$ cat config.mk
export PLATFORM = sky130hd
export DESIGN_NAME = immgen_pipe_flat
export DESIGN_NICKNAME = d
export VERILOG_FILES = /design/src/rtl/immgen_if.sv /design/src/rtl/immgen_pipe.sv /design/src/flat_wrapper.sv
export SDC_FILE = /design/constraint.sdc
export NUM_CORES = 1
export LEC_CHECK = 0
export BUFFER_PORTS_ARGS = -buffer_cell sky130_fd_sc_hd__buf_2
export CORE_MARGIN = 3
export CORE_UTILIZATION = 50
export DETAILED_ROUTE_END_ITERATION = 8
export PLACE_DENSITY_LB_ADDON = 0.2
export SYNTH_ARGS = -nofsm -noshare
export SYNTH_HDL_FRONTEND = slang
export SYNTH_SLANG_ARGS = --single-unit
$ cat constraint.sdc
create_clock -name clk -period 2.7 [get_ports clk]
set_input_delay 0.54 -clock clk [delete_from_list [all_inputs] [get_ports clk]]
set_output_delay 0.54 -clock clk [all_outputs]
set_load 0.005 [all_outputs]
$ cat src/rtl/immgen_if.sv
// immgen_if: instruction-in / immediate-out bus for immgen_pipe.
//   in_valid/in_ready/in_instr/in_pc            : upstream instruction handshake
//   out_valid/out_ready                         : downstream result handshake
//   out_imm/out_fmt/out_target/out_illegal/out_pc : decoded result fields
// master drives instructions and consumes results; slave is the pipeline.
interface immgen_if #(
  parameter int XLEN = 32
);
  logic            in_valid;
  logic            in_ready;
  logic [31:0]     in_instr;
  logic [XLEN-1:0] in_pc;
  logic            out_valid;
  logic            out_ready;
  logic [XLEN-1:0] out_imm;
  logic [2:0]      out_fmt;
  logic [XLEN-1:0] out_target;
  logic            out_illegal;
  logic [XLEN-1:0] out_pc;

  modport master (
    output in_valid, in_instr, in_pc, out_ready,
    input  in_ready, out_valid, out_imm, out_fmt, out_target, out_illegal, out_pc
  );

  modport slave (
    input  in_valid, in_instr, in_pc, out_ready,
    output in_ready, out_valid, out_imm, out_fmt, out_target, out_illegal, out_pc
  );
endinterface

$ cat src/rtl/immgen_pipe.sv
// immgen_pipe: two-stage pipelined RISC-V immediate generator.
// Stage 1 classifies the instruction format, builds the XLEN-wide immediate
// and flags illegal encodings; stage 2 adds the PC-relative target for
// branch, JAL and AUIPC. Full valid/ready backpressure, 1 instr/cycle.
// Ports:
//   clk   : clock
//   rst_n : synchronous active-low reset
//   bus   : immgen_if.slave (instruction in, decoded result out)
// Parameter XLEN: 32 (RV32I) or 64 (RV64I).
// Optional feature macro IMMGEN_CSR_EN: when defined, CSRRWI/CSRRSI/CSRRCI
// produce fmt 7 with the zero-extended uimm; otherwise they decode as R.
module immgen_pipe #(
  parameter int XLEN = 32
) (
  input  logic    clk,
  input  logic    rst_n,
  immgen_if.slave bus
);

  localparam logic IS64 = (XLEN == 64);

  localparam logic [6:0] OPC_LUI    = 7'b0110111;
  localparam logic [6:0] OPC_AUIPC  = 7'b0010111;
  localparam logic [6:0] OPC_JAL    = 7'b1101111;
  localparam logic [6:0] OPC_JALR   = 7'b1100111;
  localparam logic [6:0] OPC_BRANCH = 7'b1100011;
  localparam logic [6:0] OPC_LOAD   = 7'b0000011;
  localparam logic [6:0] OPC_STORE  = 7'b0100011;
  localparam logic [6:0] OPC_OPIMM  = 7'b0010011;
  localparam logic [6:0] OPC_OP     = 7'b0110011;
  localparam logic [6:0] OPC_MISC   = 7'b0001111;
  localparam logic [6:0] OPC_SYSTEM = 7'b1110011;
  localparam logic [6:0] OPC_OPIMM32 = 7'b0011011;
  localparam logic [6:0] OPC_OP32   = 7'b0111011;

  localparam logic [2:0] FMT_R     = 3'd0;
  localparam logic [2:0] FMT_I     = 3'd1;
  localparam logic [2:0] FMT_S     = 3'd2;
  localparam logic [2:0] FMT_B     = 3'd3;
  localparam logic [2:0] FMT_U     = 3'd4;
  localparam logic [2:0] FMT_J     = 3'd5;
  localparam logic [2:0] FMT_SHAMT = 3'd6;
`ifdef IMMGEN_CSR_EN
  localparam logic [2:0] FMT_CSR   = 3'd7;
`endif

  function automatic logic [XLEN-1:0] sext(input logic signed [31:0] v);
    return XLEN'(v);
  endfunction

  // fn is instr[31:25]; a right shift may set instr[30]; a 6-bit shamt owns instr[25].
  function automatic logic shift_bad(input logic [6:0] fn, input logic right, input logic wide);
    logic [6:0] f;
    f = fn;
    if (right) f[5] = 1'b0;
    if (wide)  f[0] = 1'b0;
    return |f;
  endfunction

  logic [31:0] instr;
  logic [6:0]  opc;
  logic [2:0]  f3;
  assign instr = bus.in_instr;
  assign opc   = instr[6:0];
  assign f3    = instr[14:12];

  logic signed [31:0] imm_i32, imm_s32, imm_b32, imm_u32, imm_j32;
  assign imm_i32 = {{20{instr[31]}}, instr[31:20]};
  assign imm_s32 = {{20{instr[31]}}, instr[31:25], instr[11:7]};
  assign imm_b32 = {{19{instr[31]}}, instr[31], instr[7], instr[30:25], instr[11:8], 1'b0};
  assign imm_u32 = {instr[31:12], 12'b0};
  assign imm_j32 = {{11{instr[31]}}, instr[31], instr[19:12], instr[20], instr[30:21], 1'b0};

  logic [XLEN-1:0] shamt5, shamt6;
  assign shamt5 = XLEN'(instr[24:20]);
  assign shamt6 = XLEN'(instr[25:20]);

  logic            s1_ready, s2_ready;
  logic            vld_p1_q, vld_p2_q;
  logic [XLEN-1:0] imm_p1_d, imm_p1_q, imm_p2_q;
  logic [2:0]      fmt_p1_d, fmt_p1_q, fmt_p2_q;
  logic            ill_p1_d, ill_p1_q, ill_p2_q;
  logic            tgt_en_p1_d, tgt_en_p1_q;
  logic [XLEN-1:0] pc_p1_q, pc_p2_q;
  logic [XLEN-1:0] tgt_p2_d, tgt_p2_q;

  assign s2_ready = !vld_p2_q || bus.out_ready;
  assign s1_ready = !vld_p1_q || s2_ready;

  always_comb begin
    imm_p1_d    = '0;
    fmt_p1_d    = FMT_R;
    ill_p1_d    = 1'b0;
    tgt_en_p1_d = 1'b0;
    case (opc)
      OPC_LUI: begin
        imm_p1_d = sext(imm_u32);
        fmt_p1_d = FMT_U;
      end
      OPC_AUIPC: begin
        imm_p1_d    = sext(imm_u32);
        fmt_p1_d    = FMT_U;
        tgt_en_p1_d = 1'b1;
      end
      OPC_JAL: begin
        imm_p1_d    = sext(imm_j32);
        fmt_p1_d    = FMT_J;
        tgt_en_p1_d = 1'b1;
      end
      OPC_JALR: begin
        if (f3 != 3'b000) ill_p1_d = 1'b1;
        else begin
          imm_p1_d = sext(imm_i32);
          fmt_p1_d = FMT_I;
        end
      end
      OPC_BRANCH: begin
        if (f3 == 3'b010 || f3 == 3'b011) ill_p1_d = 1'b1;
        else begin
          imm_p1_d    = sext(imm_b32);
          fmt_p1_d    = FMT_B;
          tgt_en_p1_d = 1'b1;
        end
      end
      OPC_LOAD: begin
        if (f3 == 3'b111 || (!IS64 && (f3 == 3'b011 || f3 == 3'b110))) ill_p1_d = 1'b1;
        else begin
          imm_p1_d = sext(imm_i32);
          fmt_p1_d = FMT_I;
        end
      end
      OPC_STORE: begin
        if (f3[2] || (!IS64 && f3 == 3'b011)) ill_p1_d = 1'b1;
        else begin
          imm_p1_d = sext(imm_s32);
          fmt_p1_d = FMT_S;
        end
      end
      OPC_OPIMM: begin
        if (f3 == 3'b001 || f3 == 3'b101) begin
          if (shift_bad(instr[31:25], f3[2], IS64)) ill_p1_d = 1'b1;
          else begin
            imm_p1_d = IS64 ? shamt6 : shamt5;
            fmt_p1_d = FMT_SHAMT;
          end
        end else begin
          imm_p1_d = sext(imm_i32);
          fmt_p1_d = FMT_I;
        end
      end
      OPC_OP, OPC_MISC: begin
      end
      OPC_SYSTEM: begin
`ifdef IMMGEN_CSR_EN
        if (f3[2] && f3[1:0] != 2'b00) begin
          imm_p1_d = XLEN'(instr[19:15]);
          fmt_p1_d = FMT_CSR;
        end
`endif
      end
      OPC_OPIMM32: begin
        if (!IS64) ill_p1_d = 1'b1;
        else if (f3 == 3'b000) begin
          imm_p1_d = sext(imm_i32);
          fmt_p1_d = FMT_I;
        end else if (f3 == 3'b001 || f3 == 3'b101) begin
          if (shift_bad(instr[31:25], f3[2], 1'b0)) ill_p1_d = 1'b1;
          else begin
            imm_p1_d = shamt5;
            fmt_p1_d = FMT_SHAMT;
          end
        end else ill_p1_d = 1'b1;
      end
      OPC_OP32: begin
        if (!IS64) ill_p1_d = 1'b1;
      end
      default: ill_p1_d = 1'b1;
    endcase
  end

  // ---- stage 1 boundary: decoded fields ----
  always_ff @(posedge clk) begin
    if (s1_ready && bus.in_valid) begin
      imm_p1_q    <= imm_p1_d;
      fmt_p1_q    <= fmt_p1_d;
      ill_p1_q    <= ill_p1_d;
      tgt_en_p1_q <= tgt_en_p1_d;
      pc_p1_q     <= bus.in_pc;
    end
  end

  assign tgt_p2_d = tgt_en_p1_q ? pc_p1_q + imm_p1_q : '0;

  // ---- stage 2 boundary: target plus carried fields (drives outputs) ----
  always_ff @(posedge clk) begin
    if (!rst_n) begin
      vld_p1_q <= 1'b0;
      vld_p2_q <= 1'b0;
      imm_p2_q <= '0;
      fmt_p2_q <= FMT_R;
      ill_p2_q <= 1'b0;
      pc_p2_q  <= '0;
      tgt_p2_q <= '0;
    end else begin
      if (s1_ready) vld_p1_q <= bus.in_valid;
      if (s2_ready) vld_p2_q <= vld_p1_q;
      if (s2_ready && vld_p1_q) begin
        imm_p2_q <= imm_p1_q;
        fmt_p2_q <= fmt_p1_q;
        ill_p2_q <= ill_p1_q;
        pc_p2_q  <= pc_p1_q;
        tgt_p2_q <= tgt_p2_d;
      end
    end
  end

  assign bus.in_ready    = s1_ready;
  assign bus.out_valid   = vld_p2_q;
  assign bus.out_imm     = imm_p2_q;
  assign bus.out_fmt     = fmt_p2_q;
  assign bus.out_target  = tgt_p2_q;
  assign bus.out_illegal = ill_p2_q;
  assign bus.out_pc      = pc_p2_q;

endmodule

$ cat src/flat_wrapper.sv
// flat-port wrapper written by rule: the top's interface ports become plain ports
module immgen_pipe_flat 
#(
  parameter int XLEN = 32
)
  (clk, rst_n, bus_in_valid, bus_in_instr, bus_in_pc, bus_out_ready, bus_in_ready, bus_out_valid, bus_out_imm, bus_out_fmt, bus_out_target, bus_out_illegal, bus_out_pc);
  immgen_if #(.XLEN(XLEN)) bus_i ();
  input  logic clk;
  input  logic rst_n;
  input wire logic [$bits(bus_i.in_valid)-1:0] bus_in_valid;
  input wire logic [$bits(bus_i.in_instr)-1:0] bus_in_instr;
  input wire logic [$bits(bus_i.in_pc)-1:0] bus_in_pc;
  input wire logic [$bits(bus_i.out_ready)-1:0] bus_out_ready;
  output wire logic [$bits(bus_i.in_ready)-1:0] bus_in_ready;
  output wire logic [$bits(bus_i.out_valid)-1:0] bus_out_valid;
  output wire logic [$bits(bus_i.out_imm)-1:0] bus_out_imm;
  output wire logic [$bits(bus_i.out_fmt)-1:0] bus_out_fmt;
  output wire logic [$bits(bus_i.out_target)-1:0] bus_out_target;
  output wire logic [$bits(bus_i.out_illegal)-1:0] bus_out_illegal;
  output wire logic [$bits(bus_i.out_pc)-1:0] bus_out_pc;
  assign bus_i.in_valid = bus_in_valid;
  assign bus_i.in_instr = bus_in_instr;
  assign bus_i.in_pc = bus_in_pc;
  assign bus_i.out_ready = bus_out_ready;
  assign bus_in_ready = bus_i.in_ready;
  assign bus_out_valid = bus_i.out_valid;
  assign bus_out_imm = bus_i.out_imm;
  assign bus_out_fmt = bus_i.out_fmt;
  assign bus_out_target = bus_i.out_target;
  assign bus_out_illegal = bus_i.out_illegal;
  assign bus_out_pc = bus_i.out_pc;
  immgen_pipe #(.XLEN(XLEN)) u_core (.clk(clk), .rst_n(rst_n), .bus(bus_i));
endmodule
==> impl_metrics.tcl, run 1 <==
set metrics [dict create \
    fin_crit_sh_pct 95.90 \
    first_global_vias 6736 \
    synth-seq-cells 171 \
    synth_seq_area_share_pct 49.45 \
    ys.flop_type "dfxtp_1" \
    dp_slack_ns 0.01026 \
    cts_root_buf "clkbuf_16" \
    clk_latency_ns 0.44 \
    numCtsBuffers 17 \
    grt_pass1_wl_mm 35.88 \
    grt_max_degree 75 \
    setup_slack_ns 0.1107 \
    synth_warnings 0 \
    grt_setup_unrepaired "no" \
    met3_wirelength_mm 1.404 \
    vias 6991 \
    viasPerCell 5.584 \
    vdd.ir_drop.worst_mv 0.4698 \
    routedWlPerCell_um 18.13 \
    power_density_nw_per_um2 614.9 \
    fin_skew_ns 0.009527 \
    ant_nets 0 \
    leakage_uw 0.004447 \
    cp.required_ns 3.03 \
    n_antenna_cell 0 \
    fp.dieArea_um2 18220 \
    portBuffers 169 \
    die-width_um 135.0 \
    dpl.hpwl_mm 16.50 \
    status "complete, no violations" \
    synthDistinctLibCells 73 \
    rows 46 \
    cts_tree "done" \
    crit_path_end_kind "flip-flop" \
    finalNetCount 1123 \
    crit_chain "ha_1 > and4_1 > nor2b_1 > a221oi_1 > a21oi_2 > or3_1 > a32o_1" \
    area_growth_pct 20.41 \
    clk_pin_slew_ns 0.07 \
    maxCapViolCount 0 \
    synthArstFlopShare_pct 0 \
    postCtsHoldBufs 0 \
    met1Wirelength_mm 10.52 \
    setup_viol 0 \
    drtPass1Iterations 6 \
    fin_crit_ns 2.589 \
    h-tree-depth 4 \
    multi_input_area_um2 3950 \
    crit_family "compound AO/OA/AOI/OAI gates" \
    io-pin-count 170 \
    die_y_um 135.0 \
    antenna_found_initial 0 \
    grt_overflow 0 \
    finalMaxSlewViolations 0 \
    max_freq_ghz 0.3862 \
    criticalPathCategory "flip-flop to flip-flop" \
    cp.arrival_ns 2.92 \
    fill_cells 1377 \
    drtIter0Drc 620 \
    cp_slowest_cell "a221oi_1" \
    synth_area_um2 8319 \
    drc 0 \
    syn_inst 866 \
    drive_above_1_share_pct 23.17 \
    min_path_type "input pin to flip-flop" \
    syn_avg_cell_area_um2 9.606 \
    top_layer "met4" \
    synth_fp_nets 966 \
    fin_util_pct 62.38 \
    final-seq-area_um2 4114 \
    wl_mm 22.70 \
    slowest_delay_ns 0.46 \
    path_buf_inv 0 \
    gp_congestion 0.9306 \
    initial_core_util_pct 51.81 \
    grt_util_all_layers_pct 25.08 \
    start_kind "flip-flop" \
    tns_ns 0 \
    synth_edf_count 69 \
    crit_fanout 9 \
    finalHoldViolCount 0 \
    ctsLongestPathBuffers 2 \
    tightest_slew_ns 0.9270 \
    wl_met2_mm 10.41 \
    clock-sinks 171 \
    core_area_um2 16060 \
    relSlewSlack_pct 38.20 \
]
## sequential cells by signal, summed over array words and instances, names as in the netlist
register and count:
u_core.tgt_en_p1_q 1, u_core.vld_p1_q 1, u_core.bus.out_target 32, u_core.bus.out_pc 32, u_core.fmt_p1_q 3, u_core.bus.out_fmt 3, u_core.bus.out_imm 32, u_core.pc_p1_q 32
u_core.bus.out_valid 1, u_core.imm_p1_q 32, u_core.bus.out_illegal 1, u_core.ill_p1_q 1
## synth_stat cells (all sizes together) (4+ instances only)
library cell	n	area (um^2)
a211o	6	52.55
a211oi	5	42.54
a21boi	71	533.0
a21o	38	285.3
a21oi	43	230.2
a22o	8	70.07
a22oi	7	52.55
and2	17	108.9
and3	6	37.54
buf	11	60.05
clkbuf	40	150.1
dfxtp	102	2042
edfxtp	69	2072
ha	31	387.9
inv	18	67.56
nand2	190	713.2
nand2b	11	71.32
nand3	15	75.07
nand4	8	50.05
nor2	17	63.81
nor2b	14	87.58
nor3	6	30.03
o2111ai	4	35.03
o211ai	10	75.07
o21a	9	67.56
o21ai	32	160.2
o21bai	5	41.29
or3	4	25.02
xnor2	13	113.9
xor2	7	61.31
## placed cells by master (no fill, tap or decap), types with 4 or more instances in the layout
| cell type | count |
|---|---|
| o2111ai_1 | 4 |
| nand2b_1 | 9 |
| nor3_1 | 6 |
| a21boi_0 | 71 |
| o21a_1 | 9 |
| buf_2 | 169 |
| a21o_1 | 38 |
| a21oi_1 | 40 |
| a22oi_1 | 7 |
| a211o_1 | 6 |
| clkbuf_16 | 17 |
| or3_1 | 4 |
| xor2_1 | 7 |
| nor2_1 | 17 |
| o21ai_1 | 8 |
| o21ai_0 | 24 |
| xnor2_1 | 13 |
| inv_1 | 17 |
| inv_8 | 5 |
| edfxtp_1 | 69 |
| ha_1 | 31 |
| and3_1 | 6 |
| nor2b_1 | 13 |
| a22o_1 | 8 |
| buf_4 | 17 |
| nand2_1 | 190 |
| a211oi_1 | 4 |
| nand4_1 | 8 |
| o211ai_1 | 10 |
| and2_1 | 15 |
| dfxtp_1 | 102 |
| nand3_1 | 15 |
| o21bai_1 | 4 |
## path summary, 6_finish.rpt
kind	startpoint	end	slack, ns	cells past startpoint
setup / recovery	u_core.pc_p1_q[11]	u_core.bus.out_target[23]	0.11	7
hold / removal	bus_in_pc[28]	u_core.pc_p1_q[28]	0.27	1
setup reg to reg	u_core.pc_p1_q[11]	u_core.bus.out_target[23]	0.11	7
hold reg to reg	u_core.bus.out_target[19]	u_core.bus.out_target[19]	0.45	2
## metal layers
| layer | up-vias | global-route usage (%) |
|---|---|---|
| li1 | 3429 | - |
| met1 | 3262 | 35.79 |
| met2 | 268 | 39.91 |
| met3 | 32 | 4.210 |
| met4 | 0 | 6.663 |
| met5 | - | 0 |
## kinds of logic after synthesis
logic type,after synthesis,share of synthesized area [%]
simple gates,306,16.98
compound gates,265,22.86
flops,171,49.45
buf+inv,69,3.339
fa+ha+maj,32,4.903
xor+xnor,20,2.106
mux,3,0.3610
## metrics by stage
step	cell area, um^2	hold WS (ns)	std cells	power, uW
2_1_floorplan	8320	0.4419	866	3450
6_report	10020	0.2742	1252	6160
4_1_cts	10010	0.2662	1252	6185
5_1_grt	10020	0.2659	1252	6396
3_3_place_gp	9417	0.4335	1219	3767
3_5_place_dp	9417	0.4428	1219	3772
## timing repair
| action | 4_1_cts | 5_1_grt |
|---|---|---|
| buffers inserted | 1 | 0 |
| resized for setup | 0 | 3 |
| pin swaps | 1 | 2 |
| setup endpoints to repair | 1 | 6 |
## cell type report
cell class                      count  share of cell area, %
Clock buffer                       17                  4.247
Clock inverter                     15                  1.561
Inverter                           18                 0.6745
Multi-Input combinational cell    626                  39.43
Sequential cell                   171                  41.07
Tap cell                          216                  2.698
Timing Repair Buffer              189                  10.32
## report_power, final
| group | internal [uW] | total [uW] | leakage, uW | switching (uW) |
|---|---|---|---|---|
| registers | 2810 | 2890 | 0.00151 | 79.9 |
| logic | 346 | 839 | 0.00265 | 493 |
| clock network | 1310 | 2430 | 0.000278 | 1120 |
| total | 4470 | 6160 | 0.00445 | 1690 |
Power figures use the tool's default switching activity.
==> run 2: changes to the inputs <==
Settings changed: BUFFER_PORTS_ARGS -buffer_cell sky130_fd_sc_hd__buf_2 to -buffer_cell sky130_fd_sc_hd__buf_4, CORE_ASPECT_RATIO from default to 1.4.
==> impl_metrics.tcl, run 2 (same netlist as run 1, synthesis figures left out) <==
set metrics [dict create \
    numCtsBuffers 17 \
    fin_crit_sh_pct 98.06 \
    hold_ws_ns 0.2847 \
    die-width_um 115.0 \
    grt_setup_unrepaired "yes" \
    drtIter0Drc 440 \
    drtPass1Iterations 5 \
    die_y_um 158.6 \
    clk_pin_slew_ns 0.07 \
    drive_above_1_share_pct 23.68 \
    finalMaxSlewViolations 0 \
    dpl_cell_area_um2 9788 \
    routedWlPerCell_um 18.99 \
    gp_congestion 0.9588 \
    stdcell_count 1238 \
    grt_max_degree 70 \
    postCtsHoldBufs 0 \
    cp.required_ns 3.01 \
    dpl.hpwl_mm 17.77 \
    p_total_uw 6185 \
    portBuffers 169 \
    h-tree-depth 4 \
    initial_core_util_pct 51.22 \
    cp.arrival_ns 2.95 \
    crit_chain "ha_1 > a211oi_2 > o21bai_1 > o311ai_1 > a31oi_1 > a31o_1 > a211oi_1 > o211ai_1" \
    vdd.ir_drop.worst_mv 0.4317 \
    min_path_type "input pin to flip-flop" \
    fp.dieArea_um2 18240 \
    clock-sinks 171 \
    grt_pass1_wl_mm 35.91 \
    cts_tree "done" \
    fin_crit_ns 2.648 \
    fin_util_pct 64.13 \
    fin_skew_ns 0.009702 \
    slowest_delay_ns 0.42 \
    final_common_cell "buf_4" \
    wl_mm 23.51 \
    ant_nets 0 \
    n_antenna_cell 0 \
    finalHoldViolCount 0 \
    power_density_nw_per_um2 593.9 \
    tightest_slew_ns 0.9138 \
    dp.cells 1203 \
    relSlewSlack_pct 39.08 \
    multi_input_area_um2 3968 \
    leakage_uw 0.004521 \
    setup_viol 0 \
    clk_latency_ns 0.43 \
    final_cell_mix "buf_4, nand2_1, dfxtp_1, a21boi_0, edfxtp_1" \
    start_kind "flip-flop" \
    drc 0 \
    area_growth_pct 25.19 \
    ctsLongestPathBuffers 2 \
    finalNetCount 1126 \
    viasPerCell 5.643 \
    grt_util_all_layers_pct 25.66 \
    crit_path_end_kind "flip-flop" \
    fill_cells 1440 \
    final-seq-area_um2 4114 \
    maxCapViolCount 0 \
    io-pin-count 170 \
    rows 55 \
    cts_root_buf "clkbuf_16" \
    criticalPathCategory "flip-flop to flip-flop" \
    cp_slowest_cell "edfxtp_1" \
    antenna_found_initial 0 \
    grt_overflow 0 \
    core_area_um2 16240 \
    status "complete, no violations" \
    max_freq_ghz 0.3777 \
    first_global_vias 6744 \
    fin_area_um2 10420 \
    crit_fanout 5 \
    vias 6986 \
]
[run 2: changes by cell type in the layout (fill, tap and decap cells not counted), moves of 2 or more]
cell,previous run,this run
inv_8,5,3
buf_4,17,192
buf_2,169,0
clkinvlp_4,3,0
inv_6,3,7
buf_12,3,0
[run 2: area by class of cell]
class / count / area share (%)
inverter: 18 / 0.6487
tap: 199 / 2.391
clock buffer: 18 / 4.121
clock inverter: 14 / 1.406
timing repair buffer: 192 / 13.84
multi-input combinational: 626 / 38.09
sequential: 171 / 39.50
[run 2: power breakdown]
| group | leakage [uW] | total [uW] | internal [uW] | switching, uW |
|---|---|---|---|---|
| combinational | 0.00272 | 891 | 400 | 491 |
| clock | 0.000284 | 2400 | 1310 | 1090 |
| sequential | 0.00151 | 2900 | 2810 | 83.2 |
| total | 0.00452 | 6190 | 4520 | 1660 |
[run 2: repair_timing]
action,CTS,global route
endpoints found under the setup margin,1,10
cloned,0,0
setup buffers,1,2
pin swaps,4,4
gates resized for setup,3,3
[run 2: metrics by stage]
step                TNS [ns]  worst slack [ns]
finish                     0           0.05231
global route        -0.01372          -0.01260
CTS                        0           0.03410
detailed placement         0           0.01376
global placement           0           0.08931
floorplan                  0            0.2098
[run 2: worst paths after layout]
kind	from	end	slack (ns)	cells after the start
worst min-delay path	bus_in_pc[27]	u_core.pc_p1_q[27]	0.28	1
worst max register to register	u_core.pc_p1_q[1]	u_core.bus.out_target[27]	0.05	8
worst min register to register	u_core.bus.out_target[21]	u_core.bus.out_target[21]	0.44	2
worst max-delay path	u_core.pc_p1_q[1]	u_core.bus.out_target[27]	0.05	8
[run 2: per-layer routing]
metal  vias to the layer above  share of wire (%)  GRT usage, %
li1                       3424                  -             -
met1                      3308                 40         31.22
met2                       212                 53         46.05
met3                        42                4.3         3.688
met4                         0                2.5         9.060
met5                         -                  0             0
[run 2: worst max-delay path: cells and delay by family (launching register included)]
| kind | cells | cell delay, ns |
|---|---|---|
| AO/OA/AOI/OAI | 7 | 1.73 |
| adder cells (fa/ha/maj) | 1 | 0.38 |
| flip-flops | 1 | 0.42 |
==> run 3: changes to the inputs <==
Settings changed: CORE_ASPECT_RATIO 1.4 to default.
==> impl_metrics.tcl, run 3 (same netlist as run 1, synthesis figures left out) <==
set metrics [dict create \
    clock-sinks 171 \
    fin_area_um2 10410 \
    grt_setup_unrepaired "no" \
    cts_tree "done" \
    routedWlPerCell_um 18.43 \
    die-width_um 135.0 \
    clk_latency_ns 0.43 \
    min_path_type "input pin to flip-flop" \
    fin_crit_ns 2.578 \
    drive_above_1_share_pct 23.46 \
    leakage_uw 0.004509 \
    cp.required_ns 3.01 \
    fin_crit_sh_pct 95.49 \
    wl_mm 23.07 \
    final_cell_mix "nand2_1, buf_4, dfxtp_1, a21boi_0, edfxtp_1" \
    relSlewSlack_pct 58.21 \
    fin_skew_ns 0.009884 \
    numCtsBuffers 17 \
    drc 0 \
    criticalPathCategory "flip-flop to flip-flop" \
    gp_congestion 0.9289 \
    io-pin-count 170 \
    setup_viol 0 \
    h-tree-depth 4 \
    power_density_nw_per_um2 593.3 \
    postCtsHoldBufs 0 \
    grt_max_degree 70 \
    viasPerCell 5.648 \
    grt_overflow 0 \
    ant_nets 0 \
    finalHoldViolCount 0 \
    antenna_found_initial 0 \
    area_growth_pct 25.13 \
    ctsLongestPathBuffers 2 \
    first_global_vias 6620 \
    cp.arrival_ns 2.89 \
    tightest_slew_ns 0.6111 \
    rows 46 \
    tns_ns 0 \
    grt_pass1_wl_mm 35.50 \
    vias 7071 \
    vdd.ir_drop.worst_mv 0.4815 \
    max_freq_ghz 0.3879 \
    status "complete, no violations" \
    start_kind "flip-flop" \
    portBuffers 169 \
    drtPass1Iterations 5 \
    n_antenna_cell 0 \
    die_y_um 135.0 \
    clk_pin_slew_ns 0.07 \
    core_area_um2 16060 \
    initial_core_util_pct 51.81 \
    crit_fanout 3 \
    finalMaxSlewViolations 0 \
    fin_util_pct 64.83 \
    cts_root_buf "clkbuf_16" \
    drtIter0Drc 620 \
    dpl_cell_area_um2 9814 \
    maxCapViolCount 0 \
    finalNetCount 1123 \
    final_common_cell "nand2_1" \
    dpl.hpwl_mm 17.05 \
    grt_util_all_layers_pct 25.08 \
    p_total_uw 6177 \
    fp.dieArea_um2 18220 \
    crit_path_end_kind "flip-flop" \
]
-- run 3: worst max-delay path, stage by stage (launching register included) --
cell,delay [ns]
edfxtp_1,0.36
ha_2,0.21
inv_1,0.06
fa_2,0.34
nand2b_4,0.16
a211oi_2,0.25
o211ai_1,0.18
a2111o_1,0.44
o21bai_2,0.22
o211a_1,0.17
o211ai_1,0.09
-- run 3: stage by stage --
stage	hold WS (ns)	cells	setup slack [ns]
2_1_floorplan	0.4419	866	0.2098
3_3_place_gp	0.4386	1219	0.1542
3_5_place_dp	0.4422	1219	0.07256
4_1_cts	0.2574	1251	0.06618
5_1_grt	0.2514	1252	0.01640
6_report	0.2752	1252	0.1217
-- run 3: per-layer routing --
layer  up-vias  part of all wire [%]  track usage (%)
met4         0                   1.8            7.559
met1      3360                    45            35.14
met2       257                    47            39.94
met3        41                   6.3            4.583
met5         -                     0                0
li1       3413                     -                -
-- run 3: final cells by class --
type	count	area, um^2
timing repair buffer	189	1431
inverter	18	67.56
fill	1367	5648
clock buffer	17	425.4
clock inverter	15	145.1
multi-input combinational	626	3956
sequential	171	4114
tap	216	270.3
-- run 3: repair_timing --
item,in CTS,in global routing
setup endpoints to repair,0,6
setup buffers,0,1
gates resized for setup,0,5
-- run 3: final timing paths --
kind / from / end / slack (ns) / cells after the start
hold / removal: bus_in_pc[28] / u_core.pc_p1_q[28] / 0.28 / 1
setup / recovery: u_core.pc_p1_q[0] / u_core.bus.out_target[28] / 0.12 / 10
setup reg to reg: u_core.pc_p1_q[0] / u_core.bus.out_target[28] / 0.12 / 10
hold reg to reg: u_core.bus.out_target[21] / u_core.bus.out_target[21] / 0.45 / 2
-- run 3: power breakdown --
group | switching [uW] | internal (uW)
clock | 1160 | 1240
sequential | 84.4 | 2810
combinational | 490 | 401
total | 1730 | 4450
